### src/rtl/tmp_wb_if.sv
// Wishbone B4 pipelined bus bundle between a system master and the BRAM front-end slave.
// Signal names keep the slave's point of view (_i = into slave, _o = out of slave).
interface tmp_wb_if;
    logic [31:0] wb_adr_i;
    logic [31:0] wb_dat_i;
    logic [31:0] wb_dat_o;
    logic        wb_we_i;
    logic [3:0]  wb_sel_i;
    logic        wb_stb_i;
    logic        wb_cyc_i;
    logic        wb_ack_o;
    logic        wb_stall_o;

    modport slave (
        input  wb_adr_i, wb_dat_i, wb_we_i, wb_sel_i, wb_stb_i, wb_cyc_i,
        output wb_dat_o, wb_ack_o, wb_stall_o
    );

    modport master (
        output wb_adr_i, wb_dat_i, wb_we_i, wb_sel_i, wb_stb_i, wb_cyc_i,
        input  wb_dat_o, wb_ack_o, wb_stall_o
    );
endinterface

### src/rtl/tmp_wb_interface.sv
// Wishbone pipelined slave that turns one bus transaction at a time into single-cycle
// read/write strobes toward a 1-cycle-latency synchronous memory. All outputs registered.
module tmp_wb_interface (
    input  logic         clk_i,
    input  logic         rst_i,
    tmp_wb_if.slave      wb,
    output logic [31:0]  addr_o,
    output logic         read_o,
    input  logic [31:0]  read_data_i,
    output logic         write_o,
    output logic [31:0]  write_data_o,
    output logic [3:0]   sel_o
);

    typedef enum logic [1:0] {StIdle, StReq, StWait, StAck} state_e;

    state_e      state_q, state_d;
    logic        we_q, we_d;
    logic        ack_q, ack_d;
    logic        stall_q, stall_d;
    logic        read_q, read_d;
    logic        write_q, write_d;
    logic [31:0] dat_q, dat_d;
    logic [31:0] addr_q, addr_d;
    logic [31:0] wdata_q, wdata_d;
    logic [3:0]  sel_q, sel_d;
    logic        accept;

    assign accept = (state_q == StIdle) && wb.wb_cyc_i && wb.wb_stb_i;

    always_comb begin
        state_d = state_q;
        unique case (state_q)
            StIdle: if (accept) state_d = StReq;
            StReq:  begin
                if (!wb.wb_cyc_i) state_d = StIdle;
                else              state_d = we_q ? StAck : StWait;
            end
            StWait: state_d = wb.wb_cyc_i ? StAck : StIdle;
            StAck:  state_d = StIdle;
            default: state_d = StIdle;
        endcase
    end

    // Registered outputs are derived from the state being entered, so they line up
    // with that state in the following cycle.
    always_comb begin
        we_d    = we_q;
        addr_d  = addr_q;
        wdata_d = wdata_q;
        sel_d   = sel_q;
        if (accept) begin
            we_d    = wb.wb_we_i;
            addr_d  = wb.wb_adr_i;
            wdata_d = wb.wb_dat_i;
            sel_d   = wb.wb_sel_i;
        end
        read_d  = accept && !wb.wb_we_i;
        write_d = accept && wb.wb_we_i;
        stall_d = (state_d != StIdle);
        ack_d   = (state_d == StAck);
        // Bus data is only non-zero alongside a read ack; writes ack with zero.
        dat_d   = ((state_q == StWait) && (state_d == StAck)) ? read_data_i : 32'h0;
    end

    always_ff @(posedge clk_i) begin
        if (rst_i) begin
            state_q <= StIdle;
            we_q    <= 1'b0;
            ack_q   <= 1'b0;
            stall_q <= 1'b0;
            read_q  <= 1'b0;
            write_q <= 1'b0;
            dat_q   <= 32'h0;
            addr_q  <= 32'h0;
            wdata_q <= 32'h0;
            sel_q   <= 4'h0;
        end else begin
            state_q <= state_d;
            we_q    <= we_d;
            ack_q   <= ack_d;
            stall_q <= stall_d;
            read_q  <= read_d;
            write_q <= write_d;
            dat_q   <= dat_d;
            addr_q  <= addr_d;
            wdata_q <= wdata_d;
            sel_q   <= sel_d;
        end
    end

    assign wb.wb_dat_o   = dat_q;
    assign wb.wb_ack_o   = ack_q;
    assign wb.wb_stall_o = stall_q;
    assign addr_o        = addr_q;
    assign read_o        = read_q;
    assign write_o       = write_q;
    assign write_data_o  = wdata_q;
    assign sel_o         = sel_q;

endmodule

### src/flat_wrapper.sv
// flat-port wrapper written by rule: the top's interface ports become plain ports
module tmp_wb_interface_flat 
  (clk_i, rst_i, addr_o, read_o, read_data_i, write_o, write_data_o, sel_o, wb_wb_adr_i, wb_wb_dat_i, wb_wb_we_i, wb_wb_sel_i, wb_wb_stb_i, wb_wb_cyc_i, wb_wb_dat_o, wb_wb_ack_o, wb_wb_stall_o);
  tmp_wb_if wb_i ();
  input  logic clk_i;
  input  logic rst_i;
  output logic [31:0] addr_o;
  output logic read_o;
  input  logic [31:0] read_data_i;
  output logic write_o;
  output logic [31:0] write_data_o;
  output logic [3:0] sel_o;
  input wire logic [$bits(wb_i.wb_adr_i)-1:0] wb_wb_adr_i;
  input wire logic [$bits(wb_i.wb_dat_i)-1:0] wb_wb_dat_i;
  input wire logic [$bits(wb_i.wb_we_i)-1:0] wb_wb_we_i;
  input wire logic [$bits(wb_i.wb_sel_i)-1:0] wb_wb_sel_i;
  input wire logic [$bits(wb_i.wb_stb_i)-1:0] wb_wb_stb_i;
  input wire logic [$bits(wb_i.wb_cyc_i)-1:0] wb_wb_cyc_i;
  output wire logic [$bits(wb_i.wb_dat_o)-1:0] wb_wb_dat_o;
  output wire logic [$bits(wb_i.wb_ack_o)-1:0] wb_wb_ack_o;
  output wire logic [$bits(wb_i.wb_stall_o)-1:0] wb_wb_stall_o;
  assign wb_i.wb_adr_i = wb_wb_adr_i;
  assign wb_i.wb_dat_i = wb_wb_dat_i;
  assign wb_i.wb_we_i = wb_wb_we_i;
  assign wb_i.wb_sel_i = wb_wb_sel_i;
  assign wb_i.wb_stb_i = wb_wb_stb_i;
  assign wb_i.wb_cyc_i = wb_wb_cyc_i;
  assign wb_wb_dat_o = wb_i.wb_dat_o;
  assign wb_wb_ack_o = wb_i.wb_ack_o;
  assign wb_wb_stall_o = wb_i.wb_stall_o;
  tmp_wb_interface u_core (.clk_i(clk_i), .rst_i(rst_i), .wb(wb_i), .addr_o(addr_o), .read_o(read_o), .read_data_i(read_data_i), .write_o(write_o), .write_data_o(write_data_o), .sel_o(sel_o));
endmodule
### config.mk
export PLATFORM = sky130hd
export DESIGN_NAME = tmp_wb_interface_flat
export DESIGN_NICKNAME = d
export VERILOG_FILES = /design/src/rtl/tmp_wb_if.sv /design/src/rtl/tmp_wb_interface.sv /design/src/flat_wrapper.sv
export SDC_FILE = /design/constraint.sdc
export NUM_CORES = 1
export LEC_CHECK = 0
export ABC_AREA = 1
export CORE_MARGIN = 2
export CORE_UTILIZATION = 37
export CTS_BUF_LIST = sky130_fd_sc_hd__clkbuf_8
export DETAILED_ROUTE_END_ITERATION = 10
export PLACE_DENSITY = 0.81
export SLEW_MARGIN = 30
export SYNTH_ARGS = -nofsm -noshare
export SYNTH_HDL_FRONTEND = slang
export SYNTH_SLANG_ARGS = --single-unit
### constraint.sdc
create_clock -name clk_i -period 1.1 [get_ports clk_i]
set_clock_uncertainty 0.15 [all_clocks]
set_input_delay 0.165 -clock clk_i [delete_from_list [all_inputs] [get_ports clk_i]]
set_output_delay 0.165 -clock clk_i [all_outputs]
set_load 0.05 [all_outputs]
==> results of run 1 <==
## metal layers
| layer | up-vias | global-route usage |
|---|---|---|
| li1 | 2016 | - |
| met1 | 1980 | 0.249 |
| met2 | 175 | 0.465 |
| met3 | 37 | 0.0524 |
| met4 | 0 | 0.0989 |
| met5 | - | 0 |
## worst max-delay path by stage
stage                           start                      end
floorplan           u_core.state_q[0]        u_core.addr_o[28]
global placement          wb_wb_cyc_i        u_core.addr_o[24]
detailed placement        wb_wb_cyc_i        u_core.addr_o[21]
CTS                 u_core.state_q[1]         u_core.addr_o[6]
global route        u_core.state_q[0]  u_core.write_data_o[22]
finish              u_core.state_q[0]  u_core.write_data_o[22]
## report_power, final
group	internal [W]	switching (W)	total, W
clock network	0.00103	0.00132	0.00235
logic	0.00150	0.00134	0.00285
registers	0.00409	0.000213	0.00430
## metrics by stage
stage | instance area [um^2] | hold slack, ns | std cells | setup WS [ns]
2_1_floorplan | 4030 | 0.0841 | 503 | -0.0663
3_3_place_gp | 7310 | 0.314 | 837 | -0.453
3_5_place_dp | 7310 | 0.324 | 837 | -0.547
4_1_cts | 8170 | 0.137 | 878 | -0.203
5_1_grt | 8400 | 0.155 | 889 | -0.279
6_report | 8400 | 0.150 | 889 | -0.237
## synthesized netlist by cell type
cell	count	area (um^2)
clkbuf_1	1	3.75
buf_6	11	124
buf_1	5	18.8
nand2_4	1	11.3
nor2_4	1	11.3
inv_1	38	143
buf_4	2	15.0
dfxtp_1	107	2140
inv_2	1	3.75
nand3b_1	68	510
nand2_1	78	293
nand3_1	4	20.0
a21oi_1	1	5.00
buf_2	13	65.1
inv_6	1	8.76
nand4_1	1	6.26
nor2_1	170	638
## sequential cells by signal, summed over array words and instances, names as in the netlist
| signal | flops |
|---|---|
| u_core.addr_o | 32 |
| u_core.read_o | 1 |
| u_core.sel_o | 4 |
| u_core.state_q | 2 |
| u_core.wb.wb_ack_o | 1 |
| u_core.wb.wb_dat_o | 32 |
| u_core.wb.wb_stall_o | 1 |
| u_core.we_q | 1 |
| u_core.write_data_o | 32 |
| u_core.write_o | 1 |
## worst max-delay path, stage by stage, from the launching register on
cell and delay, ns:
dfxtp_2 0.34, nor2_4 0.16, buf_8 0.18, buf_12 0.15, nand3b_1 0.11, nand2_2 0.09
nor2_2 0.04
## area by class of cell
class,count,share of cell area
Tap cell,140,0.0208
Clock inverter,7,0.00730
Multi-Input combinational cell,324,0.202
Inverter,40,0.0188
Clock buffer,9,0.0147
Sequential cell,107,0.276
Timing Repair Buffer,262,0.460
## cells by family after synthesis
logic type | share of synthesized area
and+or+nand+nor | 0.371
buffers and inverters | 0.0950
DFF | 0.533
AOI/OAI and AO/OA | 0.00124
## repair_timing
item                                    4_1_cts  5_1_grt
gates resized for setup                     168       44
hold buffers                                  0        0
buffers inserted                             18       10
pin swaps                                    21       17
gates cloned                                  7        2
endpoints found under the setup margin      208      210
==> impl_results.html, run 1 <==
<table>
<tr><th>Metric</th><th>Value</th></tr>
<tr><th colspan="2">Status</th></tr>
<tr><td>Status</td><td>finished with violations</td></tr>
<tr><td>Violations in the final reports</td><td>negative setup slack</td></tr>
<tr><th colspan="2">Detailed routing</th></tr>
<tr><td>Highest metal used</td><td>met4</td></tr>
<tr><td>DR WL/cell</td><td>16.6 um</td></tr>
<tr><td>First drt pass iteration count</td><td>4</td></tr>
<tr><td>Vias</td><td>4208</td></tr>
<tr><td>Detailed-routing wirelength on met1</td><td>5.09 mm</td></tr>
<tr><td>Final Routed Wirelength</td><td>14.8 mm</td></tr>
<tr><td>Antenna viol nets, final</td><td>0</td></tr>
<tr><td>Met2 Wirelength</td><td>8.26 mm</td></tr>
<tr><td>Detail Route met3 WL</td><td>984 um</td></tr>
<tr><td>Vias per cell</td><td>4.73</td></tr>
<tr><td>Detailed Route Iter0 Violations</td><td>185</td></tr>
<tr><td>Drc violations</td><td>0</td></tr>
<tr><th colspan="2">Global routing</th></tr>
<tr><td>Pin count of the biggest net entering global routing</td><td>40</td></tr>
<tr><td>Vias in the first global route</td><td>4263</td></tr>
<tr><td>Initial antenna violation count</td><td>0</td></tr>
<tr><td>First-pass GRT wire length</td><td>21.6 mm</td></tr>
<tr><td>Total routing resource utilization after global routing</td><td>0.241</td></tr>
<tr><td>GRT Residual Overflow</td><td>0</td></tr>
<tr><th colspan="2">Synthesis</th></tr>
<tr><td>Synthesized Nets</td><td>608</td></tr>
<tr><td>Number of flip-flops and latches in the synthesized netlist</td><td>107</td></tr>
<tr><td>Mean instance size in the synthesized netlist</td><td>7.99 um^2</td></tr>
<tr><td>Sequential area share after synthesis</td><td>0.533</td></tr>
<tr><td>Post-Syn Area</td><td>4020 um^2</td></tr>
<tr><td>Cell count after synthesis</td><td>503</td></tr>
<tr><td>Yosys cell types</td><td>17</td></tr>
<tr><td>Total of warnings raised by yosys</td><td>0</td></tr>
<tr><th colspan="2">Power and ir drop</th></tr>
<tr><td>Total power draw</td><td>0.00950 W</td></tr>
<tr><td>LEAKAGE</td><td>3.68 nW</td></tr>
<tr><td>Power per cell area</td><td>1130 nW/um^2</td></tr>
<tr><td>Peak VDD IR</td><td>0.682 mV</td></tr>
<tr><th colspan="2">Min path</th></tr>
<tr><td>Type of the tightest min-delay check</td><td>input port to flip-flop</td></tr>
<tr><td>Hold path startpoint</td><td>read_data_i[13]</td></tr>
<tr><td>Worst min-delay path endpoint</td><td>u_core.wb.wb_dat_o[13]</td></tr>
<tr><td>Worst hold path cell count</td><td>3</td></tr>
<tr><th colspan="2">Placed design</th></tr>
<tr><td>HPWL after DPL</td><td>9.56 mm</td></tr>
<tr><td>Number of buffers added on ports</td><td>208</td></tr>
<tr><td>Gp weighted congestion</td><td>0.747</td></tr>
<tr><th colspan="2">Setup path</th></tr>
<tr><td>Type of element capturing the critical path</td><td>flip-flop</td></tr>
<tr><td>Worst path arrival time</td><td>1.44 ns</td></tr>
<tr><td>Nature of the critical path startpoint</td><td>flip-flop</td></tr>
<tr><td>Critical Path RT</td><td>1.21 ns</td></tr>
<tr><td>Destination of the worst register-to-register timing path</td><td>u_core.write_data_o[22]</td></tr>
<tr><td>Worst reg-to-reg setup slack</td><td>-0.24 ns</td></tr>
<tr><td>Reg2Reg Depth</td><td>6</td></tr>
<tr><td>Setup CP Type</td><td>flip-flop to flip-flop</td></tr>
<tr><td>Worst Path Max Fanout</td><td>19</td></tr>
<tr><td>Startpoint of the worst-slack reg-to-reg timing path</td><td>u_core.state_q[0]</td></tr>
<tr><th colspan="2">STA</th></tr>
<tr><td>Fmax</td><td>748 MHz</td></tr>
<tr><td>Unrepaired setup endpoints after global routing</td><td>yes</td></tr>
<tr><td>Fin. Hold Viols</td><td>0</td></tr>
<tr><td>Final Setup Violations</td><td>209</td></tr>
<tr><td>Setup TNS</td><td>-26.14 ns</td></tr>
<tr><td>Fin crit period</td><td>1.34 ns</td></tr>
<tr><td>Least-Margin Pin Slew</td><td>0.413 ns</td></tr>
<tr><td>Relative slew slack</td><td>0.725</td></tr>
<tr><td>Final-report max-slew violation count</td><td>0</td></tr>
<tr><td>Post-route fraction of the period consumed by the critical path</td><td>1.22</td></tr>
<tr><td>Final worst-path setup slack</td><td>-0.237 ns</td></tr>
<tr><th colspan="2">Floorplanning</th></tr>
<tr><td>Number of top-level design ports</td><td>209</td></tr>
<tr><td>Die footprint</td><td>11700 um^2</td></tr>
<tr><td>Initial cell density of the core</td><td>0.376</td></tr>
<tr><td>Vertical die dimension</td><td>108 um</td></tr>
<tr><td>Core outline area</td><td>10700 um^2</td></tr>
<tr><td>Count of standard-cell rows</td><td>38</td></tr>
<tr><td>DIE WIDTH</td><td>108 um</td></tr>
<tr><th colspan="2">Clocking</th></tr>
<tr><td>CTS root buf</td><td>clkbuf_8</td></tr>
<tr><td>Clock Latency Late Sink</td><td>0.36 ns</td></tr>
<tr><td>Clock edge transition at the registers on the reported setup and hold paths</td><td>0.10 ns</td></tr>
<tr><td>Total clock sinks</td><td>107</td></tr>
<tr><td>Clock buffers created by TritonCTS</td><td>9</td></tr>
<tr><td>Max Buffers Root-to-Sink</td><td>2</td></tr>
<tr><td>CTS tree</td><td>built</td></tr>
<tr><td>H-tree levels</td><td>3</td></tr>
<tr><th colspan="2">Layout</th></tr>
<tr><td>Highest-count cells in the layout ignoring fill and taps</td><td>123 x nor2_1, 114 x buf_12, 104 x clkdlybuf4s50_1</td></tr>
<tr><td>Synthesis-to-finish area growth</td><td>109%</td></tr>
<tr><td>Sequential cell area</td><td>2310 um^2</td></tr>
<tr><td>Share of post-route cells with drive strength above 1</td><td>0.450</td></tr>
<tr><td>Antenna diode instance count</td><td>0</td></tr>
<tr><td>Nets@finish</td><td>849</td></tr>
<tr><td>Most common library cell in the layout ignoring fill and taps</td><td>nor2_1</td></tr>
<tr><td>Fillers</td><td>615</td></tr>
<tr><td>Area taken by multi-input logic gates</td><td>1700 um^2</td></tr>
<tr><td>Post-route core utilization</td><td>0.785</td></tr>
<tr><th colspan="2">Job</th></tr>
<tr><td>Maximum capacitance violations</td><td>0</td></tr>
</table>
(Power assumes the default switching activity.)
==> run 2, diff against run 1 <==
--- a/config.mk
+++ b/config.mk
@@ -7,10 +7,10 @@
 export LEC_CHECK = 0
 export ABC_AREA = 1
 export CORE_MARGIN = 2
-export CORE_UTILIZATION = 37
+export CORE_UTILIZATION = 41
 export CTS_BUF_LIST = sky130_fd_sc_hd__clkbuf_8
 export DETAILED_ROUTE_END_ITERATION = 10
-export PLACE_DENSITY = 0.81
+export PLACE_DENSITY = 0.85
 export SLEW_MARGIN = 30
 export SYNTH_ARGS = -nofsm -noshare
 export SYNTH_HDL_FRONTEND = slang
==> constraint.sdc (replaced) <==
create_clock -name clk_i -period 1.36 [get_ports clk_i]
set_clock_uncertainty 0.15 [all_clocks]
set_input_delay 0.204 -clock clk_i [delete_from_list [all_inputs] [get_ports clk_i]]
set_output_delay 0.204 -clock clk_i [all_outputs]
set_load 0.05 [all_outputs]
==> run 2 against run 1 <==
- the flow still finishes with violations (negative setup slack)
- non-clock buffer count shrank 38
- combinational power down 28%
- total power down 23%
- via count decreased by 5.2%
- largest cell class unchanged
- first-iteration DRC count shrank 39%
- setup slack better by 0.22 ns
- clock power fell by 24%
- wire length decreased by 14%
- fmax down 2.6%
- hold slack better by 0.048 ns
- flip-flop and latch count stayed put
==> impl_results.html, run 2 (synthesized netlist as in run 1, its figures left out) <==
<table>
<tr><th>Metric</th><th>Value</th></tr>
<tr><th colspan="2">Status</th></tr>
<tr><td>Status</td><td>finished with violations</td></tr>
<tr><td>Violations in the final reports</td><td>negative setup slack</td></tr>
<tr><th colspan="2">Power and ir drop</th></tr>
<tr><td>Flop pwr share</td><td>0.474</td></tr>
<tr><td>Int Power</td><td>0.00502 W</td></tr>
<tr><td>Sw power</td><td>0.00226 W</td></tr>
<tr><td>Total power draw</td><td>0.00727 W</td></tr>
<tr><td>Switching Fraction</td><td>0.310</td></tr>
<tr><td>LEAKAGE</td><td>3.29 nW</td></tr>
<tr><td>Power per cell area</td><td>965 nW/um^2</td></tr>
<tr><td>Clock power frac</td><td>0.246</td></tr>
<tr><td>Part of the total power dissipated in combinational logic</td><td>0.280</td></tr>
<tr><td>Peak VDD IR</td><td>0.514 mV</td></tr>
<tr><th colspan="2">STA</th></tr>
<tr><td>Setup TNS</td><td>-0.0125 ns</td></tr>
<tr><td>Relative slew slack</td><td>0.856</td></tr>
<tr><td>Final Setup Violations</td><td>1</td></tr>
<tr><td>Post-route fraction of the period consumed by the critical path</td><td>1.01</td></tr>
<tr><td>Unrepaired setup endpoints after global routing</td><td>yes</td></tr>
<tr><td>Final-report max-slew violation count</td><td>0</td></tr>
<tr><td>Fin. Hold Viols</td><td>0</td></tr>
<tr><td>Least-Margin Pin Slew</td><td>0.216 ns</td></tr>
<tr><td>Fmax</td><td>729 MHz</td></tr>
<tr><td>Fin crit period</td><td>1.37 ns</td></tr>
<tr><td>Final worst-path setup slack</td><td>-0.0125 ns</td></tr>
<tr><th colspan="2">Floorplanning</th></tr>
<tr><td>Count of standard-cell rows</td><td>36</td></tr>
<tr><td>Vertical die dimension</td><td>103 um</td></tr>
<tr><td>DIE WIDTH</td><td>103 um</td></tr>
<tr><td>Core outline area</td><td>9640 um^2</td></tr>
<tr><td>Number of top-level design ports</td><td>209</td></tr>
<tr><td>Die footprint</td><td>10600 um^2</td></tr>
<tr><td>Initial cell density of the core</td><td>0.417</td></tr>
<tr><th colspan="2">Clocking</th></tr>
<tr><td>CTS root buf</td><td>clkbuf_8</td></tr>
<tr><td>Total clock sinks</td><td>107</td></tr>
<tr><td>Clock edge transition at the registers on the reported setup and hold paths</td><td>0.11 ns</td></tr>
<tr><td>Post-cts sizing count</td><td>0</td></tr>
<tr><td>Max Buffers Root-to-Sink</td><td>2</td></tr>
<tr><td>H-tree levels</td><td>3</td></tr>
<tr><td>Buffer count from post-CTS setup fixing</td><td>0</td></tr>
<tr><td>Number of hold buffers added after cts</td><td>0</td></tr>
<tr><td>Clock buffers created by TritonCTS</td><td>9</td></tr>
<tr><td>Clock Latency Late Sink</td><td>0.36 ns</td></tr>
<tr><td>CTS tree</td><td>built</td></tr>
<tr><th colspan="2">Layout</th></tr>
<tr><td>Antenna diode instance count</td><td>0</td></tr>
<tr><td>Final std cells w/o fill</td><td>843</td></tr>
<tr><td>Post-route core utilization</td><td>0.782</td></tr>
<tr><td>Nets@finish</td><td>811</td></tr>
<tr><td>Share of post-route cells with drive strength above 1</td><td>0.199</td></tr>
<tr><td>Synthesis-to-finish area growth</td><td>87.6%</td></tr>
<tr><td>Most common library cell in the layout ignoring fill and taps</td><td>nor2_1</td></tr>
<tr><td>Highest-count cells in the layout ignoring fill and taps</td><td>170 x nor2_1, 112 x buf_12, 106 x dfxtp_1</td></tr>
<tr><th colspan="2">Setup path</th></tr>
<tr><td>Worst reg-to-reg setup slack</td><td>-0.01 ns</td></tr>
<tr><td>Critical path's top delay family</td><td>simple AND/OR/NAND/NOR gates</td></tr>
<tr><td>Cells along the critical path</td><td>nor2_4, nand2_4, clkinv_8, buf_12, nor2_1, nor2_1</td></tr>
<tr><td>Slowest cell delay on critical path</td><td>0.36 ns</td></tr>
<tr><td>Most frequent CP cell</td><td>nor2_1</td></tr>
<tr><td>Startpoint of the worst-slack reg-to-reg timing path</td><td>u_core.state_q[1]</td></tr>
<tr><td>Critical Path RT</td><td>1.49 ns</td></tr>
<tr><td>Reg2Reg Depth</td><td>6</td></tr>
<tr><td>Nature of the critical path startpoint</td><td>flip-flop</td></tr>
<tr><td>Worst path arrival time</td><td>1.51 ns</td></tr>
<tr><td>Setup CP Type</td><td>flip-flop to flip-flop</td></tr>
<tr><td>Worst Path Max Fanout</td><td>11</td></tr>
<tr><td>Type of element capturing the critical path</td><td>flip-flop</td></tr>
<tr><td>Master of the slowest instance on the critical path</td><td>dfxtp_2</td></tr>
<tr><td>Worst path bufs/invs</td><td>2</td></tr>
<tr><td>Destination of the worst register-to-register timing path</td><td>u_core.addr_o[17]</td></tr>
<tr><th colspan="2">Detailed routing</th></tr>
<tr><td>Vias per cell</td><td>4.73</td></tr>
<tr><td>First drt pass iteration count</td><td>4</td></tr>
<tr><td>Detailed Route Iter0 Violations</td><td>112</td></tr>
<tr><td>Detailed-routing wirelength on met1</td><td>4.61 mm</td></tr>
<tr><td>Drc violations</td><td>0</td></tr>
<tr><td>Final Routed Wirelength</td><td>12.8 mm</td></tr>
<tr><td>Detail Route met3 WL</td><td>834 um</td></tr>
<tr><td>Met2 Wirelength</td><td>6.76 mm</td></tr>
<tr><td>Vias</td><td>3990</td></tr>
<tr><td>DR WL/cell</td><td>15.1 um</td></tr>
<tr><td>Antenna viol nets, final</td><td>0</td></tr>
<tr><td>Highest metal used</td><td>met4</td></tr>
<tr><th colspan="2">Placed design</th></tr>
<tr><td>Number of buffers added on ports</td><td>208</td></tr>
<tr><td>Number of instances in the placed design</td><td>825</td></tr>
<tr><td>Gp weighted congestion</td><td>0.787</td></tr>
<tr><td>HPWL after DPL</td><td>9.50 mm</td></tr>
<tr><th colspan="2">Min path</th></tr>
<tr><td>Worst min-delay path endpoint</td><td>u_core.wb.wb_dat_o[18]</td></tr>
<tr><td>Hold path startpoint</td><td>read_data_i[18]</td></tr>
<tr><td>Type of the tightest min-delay check</td><td>input port to flip-flop</td></tr>
<tr><td>Worst hold path cell count</td><td>3</td></tr>
<tr><th colspan="2">Global routing</th></tr>
<tr><td>Initial antenna violation count</td><td>0</td></tr>
<tr><td>Vias in the first global route</td><td>3931</td></tr>
<tr><td>Total routing resource utilization after global routing</td><td>0.226</td></tr>
<tr><td>First-pass GRT wire length</td><td>18.6 mm</td></tr>
<tr><td>Pin count of the biggest net entering global routing</td><td>49</td></tr>
<tr><td>GRT Residual Overflow</td><td>0</td></tr>
<tr><th colspan="2">Job</th></tr>
<tr><td>Maximum capacitance violations</td><td>0</td></tr>
</table>
run 2: cell types whose count changed in the layout (fill, tap and decap cells not counted), sizes merged:
| cell | change |
|---|---|
| inv | -1 |
| buf | -36 |
| clkinv | -1 |
| bufbuf | -3 |
| bufinv | -1 |
| clkinvlp | +2 |
| clkbuf | +1 |
run 2: per-layer routing:
metal  vias to the layer above  track usage
li1                       1926            -
met1                      1852        0.242
met2                       169        0.409
met3                        43       0.0692
met4                         0        0.102
met5                         -            0
run 2: per-stage QoR:
step | setup slack, ns | hold WS, ns | instance area (um^2)
floorplan | 0.158 | 0.123 | 4020
global placement | -0.219 | 0.315 | 7280
detailed placement | -0.301 | 0.320 | 7280
CTS | 0.0149 | 0.192 | 7450
global route | -0.0440 | 0.193 | 7540
finish | -0.0125 | 0.197 | 7540
run 2: area by class of cell:
cell class	count	area (um^2)
repair buffers	224	3400
flip-flops and latches	107	2140
fillers	620	2100
multi-input cells	324	1500
well taps	133	166
inverters	40	163
clock buffers	9	124
clock inverters	6	48.8
run 2: how the worst max path moves through the flow:
| stage | startpoint | end | cells after the start |
|---|---|---|---|
| finish | u_core.state_q[1] | u_core.addr_o[17] | 6 |
| global route | u_core.state_q[1] | u_core.addr_o[17] | 6 |
| CTS | u_core.state_q[0] | u_core.addr_o[27] | 6 |
| detailed placement | wb_wb_cyc_i | u_core.write_data_o[27] | 8 |
| global placement | wb_wb_cyc_i | u_core.sel_o[0] | 8 |
| floorplan | u_core.state_q[0] | u_core.addr_o[28] | 6 |
run 2: power by group through the flow:
| stage | registers [W] | logic [W] | clock network (W) |
|---|---|---|---|
| 2_1_floorplan | 0.00395 | 0.000459 | 0 |
| 3_3_place_gp | 0.00351 | 0.00195 | 0 |
| 3_5_place_dp | 0.00352 | 0.00200 | 0 |
| 4_1_cts | 0.00345 | 0.00201 | 0.00180 |
| 5_1_grt | 0.00347 | 0.00215 | 0.00196 |
| 6_report | 0.00345 | 0.00204 | 0.00179 |
run 2: tightest hold or removal path, stage by stage:
cell             delay (ns)
clkdlybuf4s50_1        0.39
inv_1                  0.05
nor2_1                 0.03
